`src/rtl/axi3_mas_port.sv`:
```
// rtl/axi3_mas_port.sv - AXI3 master port engine: command/data requests to AW/W/B and AR/R traffic
// Independent write and read FSMs, one outstanding burst each.
module axi3_mas_port #(
  parameter int ID_W   = 4,
  parameter int ADDR_W = 32,
  parameter int DATA_W = 32,
  localparam int STRB_W = DATA_W / 8
) (
  input  logic              i_aclk,
  input  logic              i_arstn,
  input  logic              i_cmd_valid,
  output logic              o_cmd_ready,
  input  logic              i_cmd_write,
  input  logic [ID_W-1:0]   i_cmd_id,
  input  logic [ADDR_W-1:0] i_cmd_addr,
  input  logic [3:0]        i_cmd_len,
  input  logic [2:0]        i_cmd_size,
  input  logic [1:0]        i_cmd_burst,
  input  logic              i_wd_valid,
  output logic              o_wd_ready,
  input  logic [DATA_W-1:0] i_wd_data,
  input  logic [STRB_W-1:0] i_wd_strb,
  output logic              o_wr_done,
  output logic [ID_W-1:0]   o_wr_id,
  output logic [1:0]        o_wr_resp,
  output logic              o_rd_valid,
  output logic [DATA_W-1:0] o_rd_data,
  output logic [1:0]        o_rd_resp,
  output logic              o_rd_last,
  output logic [ID_W-1:0]   o_rd_id,
  output logic [ID_W-1:0]   o_awid,
  output logic [ADDR_W-1:0] o_awaddr,
  output logic [3:0]        o_awlen,
  output logic [2:0]        o_awsize,
  output logic [1:0]        o_awbrust,
  output logic [1:0]        o_awlock,
  output logic [3:0]        o_awcache,
  output logic [2:0]        o_awprot,
  output logic              o_awvalid,
  input  logic              i_awready,
  output logic [ID_W-1:0]   o_wid,
  output logic [DATA_W-1:0] o_wdata,
  output logic [STRB_W-1:0] o_wstrob,
  output logic              o_wlast,
  output logic              o_wvalid,
  input  logic              i_wready,
  input  logic [ID_W-1:0]   i_bid,
  input  logic [1:0]        i_bresp,
  input  logic              i_bvalid,
  output logic              o_bready,
  output logic [ID_W-1:0]   o_arid,
  output logic [ADDR_W-1:0] o_araddr,
  output logic [3:0]        o_arlen,
  output logic [2:0]        o_arsize,
  output logic [1:0]        o_arbrust,
  output logic [1:0]        o_arlock,
  output logic [3:0]        o_arcache,
  output logic [2:0]        o_arprot,
  output logic              o_arvalid,
  input  logic              i_arready,
  input  logic [ID_W-1:0]   i_rid,
  input  logic [DATA_W-1:0] i_rdata,
  input  logic [1:0]        i_rresp,
  input  logic              i_rlast,
  input  logic              i_rvalid,
  output logic              o_rready
);

  typedef enum logic [1:0] {W_IDLE, W_ADDR, W_DATA, W_RESP} w_state_t;
  typedef enum logic [1:0] {R_IDLE, R_ADDR, R_DATA} r_state_t;

  w_state_t r_wstate, w_wstate_nxt;
  r_state_t r_rstate, w_rstate_nxt;

  logic [ID_W-1:0]   r_awid, r_wid, r_wr_id, r_arid, r_rd_id;
  logic [ADDR_W-1:0] r_awaddr, r_araddr;
  logic [3:0]        r_awlen, r_arlen, r_wcnt;
  logic [2:0]        r_awsize, r_arsize;
  logic [1:0]        r_awbrust, r_arbrust, r_wr_resp, r_rd_resp;
  logic              r_awvalid, r_arvalid, r_wvalid, r_wlast, r_wloaded;
  logic              r_wr_done, r_rd_valid, r_rd_last;
  logic [DATA_W-1:0] r_wdata, r_rd_data;
  logic [STRB_W-1:0] r_wstrob;

  logic w_cmd_fire, w_wr_accept, w_rd_accept, w_wd_fire, w_r_fire;

  assign w_cmd_fire  = i_cmd_valid & o_cmd_ready;
  assign w_wr_accept = w_cmd_fire & i_cmd_write;
  assign w_rd_accept = w_cmd_fire & ~i_cmd_write;
  assign w_wd_fire   = i_wd_valid & o_wd_ready;
  assign w_r_fire    = i_rvalid & o_rready;

  always_ff @(posedge i_aclk or negedge i_arstn) begin
    if (!i_arstn) begin
      r_wstate <= W_IDLE;
      r_rstate <= R_IDLE;
    end else begin
      r_wstate <= w_wstate_nxt;
      r_rstate <= w_rstate_nxt;
    end
  end

  always_comb begin
    w_wstate_nxt = r_wstate;
    case (r_wstate)
      W_IDLE: if (w_wr_accept) w_wstate_nxt = W_ADDR;
      W_ADDR: if (r_awvalid && i_awready) w_wstate_nxt = W_DATA;
      W_DATA: if (r_wvalid && i_wready && r_wlast) w_wstate_nxt = W_RESP;
      W_RESP: if (i_bvalid) w_wstate_nxt = W_IDLE;
      default: w_wstate_nxt = W_IDLE;
    endcase
  end

  always_comb begin
    w_rstate_nxt = r_rstate;
    case (r_rstate)
      R_IDLE: if (w_rd_accept) w_rstate_nxt = R_ADDR;
      R_ADDR: if (r_arvalid && i_arready) w_rstate_nxt = R_DATA;
      R_DATA: if (i_rvalid && i_rlast) w_rstate_nxt = R_IDLE;
      default: w_rstate_nxt = R_IDLE;
    endcase
  end

  // cmd_ready is gated by reset so nothing looks ready while arstn is low
  always_comb begin
    o_cmd_ready = i_arstn & (i_cmd_write ? (r_wstate == W_IDLE) : (r_rstate == R_IDLE));
    o_wd_ready  = (r_wstate == W_DATA) & ~r_wloaded & (~r_wvalid | i_wready);
    o_bready    = (r_wstate == W_RESP);
    o_rready    = (r_rstate == R_DATA);
  end

  always_ff @(posedge i_aclk or negedge i_arstn) begin
    if (!i_arstn) begin
      r_awid    <= '0;
      r_awaddr  <= '0;
      r_awlen   <= '0;
      r_awsize  <= '0;
      r_awbrust <= '0;
      r_awvalid <= 1'b0;
      r_wid     <= '0;
      r_wdata   <= '0;
      r_wstrob  <= '0;
      r_wlast   <= 1'b0;
      r_wvalid  <= 1'b0;
      r_wcnt    <= '0;
      r_wloaded <= 1'b0;
      r_wr_done <= 1'b0;
      r_wr_id   <= '0;
      r_wr_resp <= '0;
    end else begin
      r_wr_done <= 1'b0;
      if (w_wr_accept) begin
        r_awid    <= i_cmd_id;
        r_awaddr  <= i_cmd_addr;
        r_awlen   <= i_cmd_len;
        r_awsize  <= i_cmd_size;
        r_awbrust <= i_cmd_burst;
        r_awvalid <= 1'b1;
        r_wid     <= i_cmd_id;
        r_wcnt    <= '0;
        r_wloaded <= 1'b0;
      end else if (r_awvalid && i_awready) begin
        r_awvalid <= 1'b0;
      end
      // A new beat may replace one completing in the same cycle
      if (w_wd_fire) begin
        r_wdata   <= i_wd_data;
        r_wstrob  <= i_wd_strb;
        r_wvalid  <= 1'b1;
        r_wlast   <= (r_wcnt == r_awlen);
        r_wloaded <= (r_wcnt == r_awlen);
        r_wcnt    <= r_wcnt + 4'd1;
      end else if (r_wvalid && i_wready) begin
        r_wvalid  <= 1'b0;
        r_wlast   <= 1'b0;
      end
      if (o_bready && i_bvalid) begin
        r_wr_done <= 1'b1;
        r_wr_id   <= i_bid;
        r_wr_resp <= i_bresp;
      end
    end
  end

  always_ff @(posedge i_aclk or negedge i_arstn) begin
    if (!i_arstn) begin
      r_arid     <= '0;
      r_araddr   <= '0;
      r_arlen    <= '0;
      r_arsize   <= '0;
      r_arbrust  <= '0;
      r_arvalid  <= 1'b0;
      r_rd_valid <= 1'b0;
      r_rd_data  <= '0;
      r_rd_resp  <= '0;
      r_rd_last  <= 1'b0;
      r_rd_id    <= '0;
    end else begin
      r_rd_valid <= 1'b0;
      if (w_rd_accept) begin
        r_arid    <= i_cmd_id;
        r_araddr  <= i_cmd_addr;
        r_arlen   <= i_cmd_len;
        r_arsize  <= i_cmd_size;
        r_arbrust <= i_cmd_burst;
        r_arvalid <= 1'b1;
      end else if (r_arvalid && i_arready) begin
        r_arvalid <= 1'b0;
      end
      if (w_r_fire) begin
        r_rd_valid <= 1'b1;
        r_rd_data  <= i_rdata;
        r_rd_resp  <= i_rresp;
        r_rd_last  <= i_rlast;
        r_rd_id    <= i_rid;
      end
    end
  end

  assign o_awid    = r_awid;
  assign o_awaddr  = r_awaddr;
  assign o_awlen   = r_awlen;
  assign o_awsize  = r_awsize;
  assign o_awbrust = r_awbrust;
  assign o_awlock  = 2'b00;
  assign o_awcache = 4'b0000;
  assign o_awprot  = 3'b000;
  assign o_awvalid = r_awvalid;
  assign o_wid     = r_wid;
  assign o_wdata   = r_wdata;
  assign o_wstrob  = r_wstrob;
  assign o_wlast   = r_wlast;
  assign o_wvalid  = r_wvalid;
  assign o_wr_done = r_wr_done;
  assign o_wr_id   = r_wr_id;
  assign o_wr_resp = r_wr_resp;
  assign o_arid    = r_arid;
  assign o_araddr  = r_araddr;
  assign o_arlen   = r_arlen;
  assign o_arsize  = r_arsize;
  assign o_arbrust = r_arbrust;
  assign o_arlock  = 2'b00;
  assign o_arcache = 4'b0000;
  assign o_arprot  = 3'b000;
  assign o_arvalid = r_arvalid;
  assign o_rd_valid = r_rd_valid;
  assign o_rd_data  = r_rd_data;
  assign o_rd_resp  = r_rd_resp;
  assign o_rd_last  = r_rd_last;
  assign o_rd_id    = r_rd_id;

endmodule

```
`config.mk`:
```
export PLATFORM = sky130hd
export DESIGN_NAME = axi3_mas_port
export DESIGN_NICKNAME = d
export VERILOG_FILES = /design/src/rtl/axi3_mas_port.sv
export SDC_FILE = /design/constraint.sdc
export NUM_CORES = 1
export LEC_CHECK = 0
export BUFFER_PORTS_ARGS = -buffer_cell sky130_fd_sc_hd__buf_2
export CAP_MARGIN = 25
export CORE_MARGIN = 2
export CORE_UTILIZATION = 30
export DETAILED_ROUTE_END_ITERATION = 8
export PLACE_DENSITY = 0.63
export SYNTH_ARGS = -nofsm -noshare
export SYNTH_HDL_FRONTEND = slang
export SYNTH_SLANG_ARGS = --single-unit
export TNS_END_PERCENT = 30
```
`constraint.sdc`:
```
create_clock -name i_aclk -period 1.9 [get_ports i_aclk]
set_input_delay 0.095 -clock i_aclk [delete_from_list [all_inputs] [get_ports i_aclk]]
set_output_delay 0.095 -clock i_aclk [all_outputs]
set_load 0.01 [all_outputs]
```
# Word level (Yosys, flattened, before mapping)
# Index checks and enable logic that the tools add are counted.
# Widths: inputs -> output; s select.
# totals
register_bits,186
inputBits,136
output_inout_bits,203
wordCells,91
# op_classes
n_addsub,1
n_eq_ne,13
n_mux,23
bitwise_logic,12
reduce_logical,14
# op_table
operator,count
$mux 2,7
$mux 1,12
$ne 2x2->1 const B,6
$and 1x1->1,8
$mux 4,2
$pmux 2 s4,1
$reduce_bool 2->1,4
$eq 2x2->1 const B,3
$logic_and 1x1->1,6
$pmux 2 s3,1
$add 4x1->4 const B,1
$eq 2x1->1 const B,2
$eq 4x4->1,1
$logic_not 2->1,2
$reduce_and 4->1,1
$not 1->1,3
$reduce_and 3->1,1
$ne 2x1->1 const B,1
$or 1x1->1,1

# Longest topological paths before layout
# logic_depth
depth_word,7
depth_mapped,7
depth_no_buf,5

# Worst setup path before layout
# OpenSTA, ideal clock, no wires.
# synth_path
path_type,register to register
startpoint,reg r_wstate[0]
endpoint,"reg r_wdata[0], in the netlist o_wdata[0]"
setup_time_ns,0.125
arrival_time_ns,1.480
slack_ns,0.296
path_stages_with_launch,7
n_path_buf,1
synth_period_minus_slack_ns,1.604
path_cell_list,dfrtp_1 -> inv_1 -> ha_1 -> and2b_1 -> nand3_2 -> buf_4 -> mux2_2
# synth_between
elab_chain_len,4
# synth_rtl
element,line,source
"start, declared",72,"w_state_t r_wstate, w_wstate_nxt;"
"start signal, assigned",98,r_wstate <= w_wstate_nxt;
$eq 2x2->1,127,o_wd_ready = (r_wstate == W_DATA) & ~r_wloaded & (~r_wvalid | i_wready);
$and 1x1->1 (2 in a row),127,
$and 1x1->1,90,assign w_wd_fire = i_wd_valid & o_wd_ready;
"end signal, assigned",167,r_wdata <= i_wd_data;
"end, declared",82,"logic [DATA_W-1:0] r_wdata, r_rd_data;"
# No other way between the ends.
# A chain may end at the register's enable or synchronous reset.

# Worst setup path in the final report
# layout_path
startpoint,reg r_wstate[0]
endpoint,"reg r_wstrob[1], in the netlist o_wstrob[1]"
# layout_between
elab_chain_len,4
# layout_rtl
element,line,source
$eq 2x2->1,127,
$and 1x1->1 (2 in a row),127,
$and 1x1->1,90,
"end signal, assigned",168,r_wstrob <= i_wd_strb;
"end, declared",83,logic [STRB_W-1:0] r_wstrob;
# No other way between the ends.

==> results_dict.tcl <==
set metrics [dict create \
    die-area_mm2 0.02605 \
    start_util_pct 30.56 \
    worstPathRequired_ns 2.20 \
    setup_tns_ns 0 \
    die_w_um 161.4 \
    area_delta_synth_final_pct 51.25 \
    maxCapViolCount 0 \
    cp-start-kind "register" \
    internal-power_mw 10.95 \
    min-delay-start "i_wd_valid" \
    hold_depth 3 \
    async_flop_share_pct 100.0 \
    ios 339 \
    holdPathEnd "r_wcnt[0]" \
    syn_area_mm2 0.007432 \
    synth_top_area_cell "dfrtp_1" \
    r2r-end "o_wstrob[1]" \
    worst_pin_slew_ns 0.6735 \
    vias_per_cell 4.295 \
    route.detailed.drc 0 \
    synth-edff-count 0 \
    ys_ff_latch 186 \
    ys_warn_count 0 \
    clkPwrFrac_pct 20.0 \
    cp-end-kind "register" \
    dp_slack_ns 0.1315 \
    cts_tree "yes" \
    drt_iter0_drc 295 \
    finalHoldViolations 0 \
    r2r_start "r_wstate[0]" \
    sw_frac_of_total_pct 34.93 \
    yosysTopAreaCellShare_pct 62.63 \
    grt_use_total_pct 16.32 \
    ir_worst_vdd_v 0.0006914 \
    syn-mean-instance-area_um2 13.18 \
    clk_latency_ns 0.42 \
    fmax_mhz 562.9 \
    pwr_density_cell_mw_per_mm2 1497 \
    final_nets 1163 \
    avgRoutedWirePerCell_um 15.43 \
    crit_type "reg2reg" \
    netlist_instances 564 \
    worstPathArrival_ns 2.08 \
    pwr-share-seq_pct 41.3 \
    htree_num_levels 4 \
    drtAntennaViolNets 0 \
    maxSlewHeadroom_pct 55.10 \
    first_pass_iters 4 \
    antenna_found_initial 0 \
    grt_pass1_vias 6265 \
    fin_crit_sh_pct 93.50 \
    status "complete, no violations" \
    grt_pass1_wl_um 33260 \
    netlist_top_cells_area "dfrtp_1 (63%), mux2_2 (18%), nand2_1 (7.4%)" \
    numPortBuffers 320 \
    gp_congestion 0.7682 \
    root_buffer "clkbuf_16" \
    setup_slack_ns 0.1234 \
    p_leak_nw 5.866 \
    comb_power_share_pct 38.7 \
    grt.overflow.total 0 \
    synth_cell_type_count 41 \
    grt_max_degree 127 \
    via_count 5837 \
    setup_viol 0 \
    netSwitchingPower_mw 5.878 \
    clkTransAtPathRegs_ns 0.07 \
    timing.reg2reg.setup_slack_ns 0.12 \
    hold_class "in2reg" \
    totalWireLength_um 20980 \
    cts_buffers 17 \
    rows 57 \
    r2r_cells 6 \
    finClkSkew_ns 0.006535 \
    yosysSeqAreaShare_pct 62.63 \
    period_minus_slack_ns 1.777 \
    fp.dieH_um 161.4 \
    critPathMaxFanout 18 \
    synthFlopType "dfrtp_1" \
    coreArea_mm2 0.02432 \
    diodes 0 \
    clock_path_buffers 2 \
    dp_hpwl_um 13540 \
    drv_slew 0 \
    cts_sinks 186 \
    drive_above_1_share_pct 48.41 \
]
-- synth_stat cells (2+ instances only) --
| master | count |
|---|---|
| buf_4 | 30 |
| inv_1 | 9 |
| clkbuf_1 | 5 |
| dfrtp_1 | 186 |
| nor2b_1 | 4 |
| nand2b_1 | 2 |
| buf_12 | 3 |
| and2b_1 | 2 |
| mux2i_1 | 3 |
| buf_2 | 6 |
| mux2_2 | 120 |
| a21oi_1 | 2 |
| ha_1 | 5 |
| o21ai_0 | 6 |
| mux2_4 | 6 |
| nand2_1 | 147 |
| xnor2_1 | 4 |
-- cell type report --
type,instances,area [µm²]
multi-input cells,341,2467
clock inverters,13,112.6
inverters,9,33.78
flip-flops and latches,186,4654
well taps,324,405.4
repair buffers,467,3134
clock buffers,19,432.9
fillers,2187,13080
-- critical path, stage by stage (launching register included) --
cell       delay, ns
dfrtp_1         0.41
inv_1           0.10
ha_2            0.21
and2b_2         0.22
nand3_2         0.16
clkbuf_16       0.22
mux2_2          0.34
-- cells in the final DEF (no fill, tap or decap), drive strengths merged --
cell type    synthesis  routed
and4                 1       1
clkinv               0       4
nand2b               2       2
a211oi               1       1
or2                  1       1
xor2                 1       1
clkinvlp             0       3
dfrtp              186     186
and2b                2       2
clkbuf               5      21
a31o                 1       1
buf                 40     334
nor2b                4       4
a21oi                2       2
nor4                 1       1
a21o                 1       1
a211o                1       1
mux2               126     126
inv                  9      15
xnor2                4       4
and2                 1       1
nand4                2       2
dlygate4sd3          0     131
o211ai               1       1
o32a                 1       1
a311o                1       1
nor3                 2       2
ha                   5       5
and3                 2       2
mux2i                3       3
o2111a               1       1
conb                 1      18
nand2              147     147
nand3                2       2
o21ai                6       6
a21boi               1       1
-- repair_timing --
| action | CTS | global route |
|---|---|---|
| endpoints found under the hold margin | 199 | 0 |
| gates resized for setup | 0 | 2 |
| hold buffers | 131 | 0 |
| setup buffers | 0 | 2 |
| endpoints found under the setup margin | 0 | 36 |
-- metrics by stage --
step	power [mW]	util [%]	cell area (µm²)	cells	hold WS, ns
2_1_floorplan	10.42	-	7496	581	-0.2006
3_3_place_gp	13.09	38.41	9340	1193	0.004508
3_5_place_dp	13.26	38.41	9340	1193	-0.003437
4_1_cts	16.96	46.04	11200	1356	0.03521
5_1_grt	18.05	46.22	11240	1359	0.08968
6_report	16.83	46.22	11240	1359	0.06948
-- cell families after synthesis --
logic type / share of synthesized area, %
muxes: 19.80
other: 0.05046
and+or+nand+nor: 9.394
xor gates and xnor gates: 0.5892
adders and majority gates: 0.8418
AOI/OAI and AO/OA: 1.600
DFF: 62.63
buffers and inverters: 5.101
-- worst max path at each step --
stage | slack, ns | cells past startpoint | from | to
4_1_cts | 0.09 | 5 | r_wstate[0] | o_wd_ready
3_5_place_dp | 0.13 | 6 | r_wstate[0] | o_wdata[6]
5_1_grt | -0.003 | 6 | r_wstate[0] | o_wstrob[1]
6_report | 0.12 | 6 | r_wstate[0] | o_wstrob[1]
3_3_place_gp | 0.19 | 4 | r_rstate[0] | o_araddr[1]
2_1_floorplan | 0.30 | 6 | r_wstate[0] | o_wdata[0]
-- registers in the layout, indices dropped and copies added (netlist names), 32 cells and up --
name	flops
o_wdata	32
o_araddr	32
o_awaddr	32
o_rd_data	32
-- layer usage --
| metal | global-route usage (%) | up-vias | wire (µm) |
|---|---|---|---|
| met4 | 6.047 | 0 | 476 |
| met2 | 29.00 | 247 | 10500 |
| met5 | 0 | - | 0 |
| met1 | 18.40 | 2807 | 8290 |
| li1 | - | 2754 | - |
| met3 | 5.033 | 29 | 1708 |
-- power groups by stage --
stage	clock network (mW)	registers, mW	logic [mW]
2_1_floorplan	0	7.86	2.57
3_3_place_gp	0	6.91	6.18
3_5_place_dp	0	6.97	6.29
4_1_cts	3.53	6.93	6.50
5_1_grt	3.71	7.22	7.12
6_report	3.37	6.95	6.51
No activity file was read; power rests on OpenSTA's default activity.
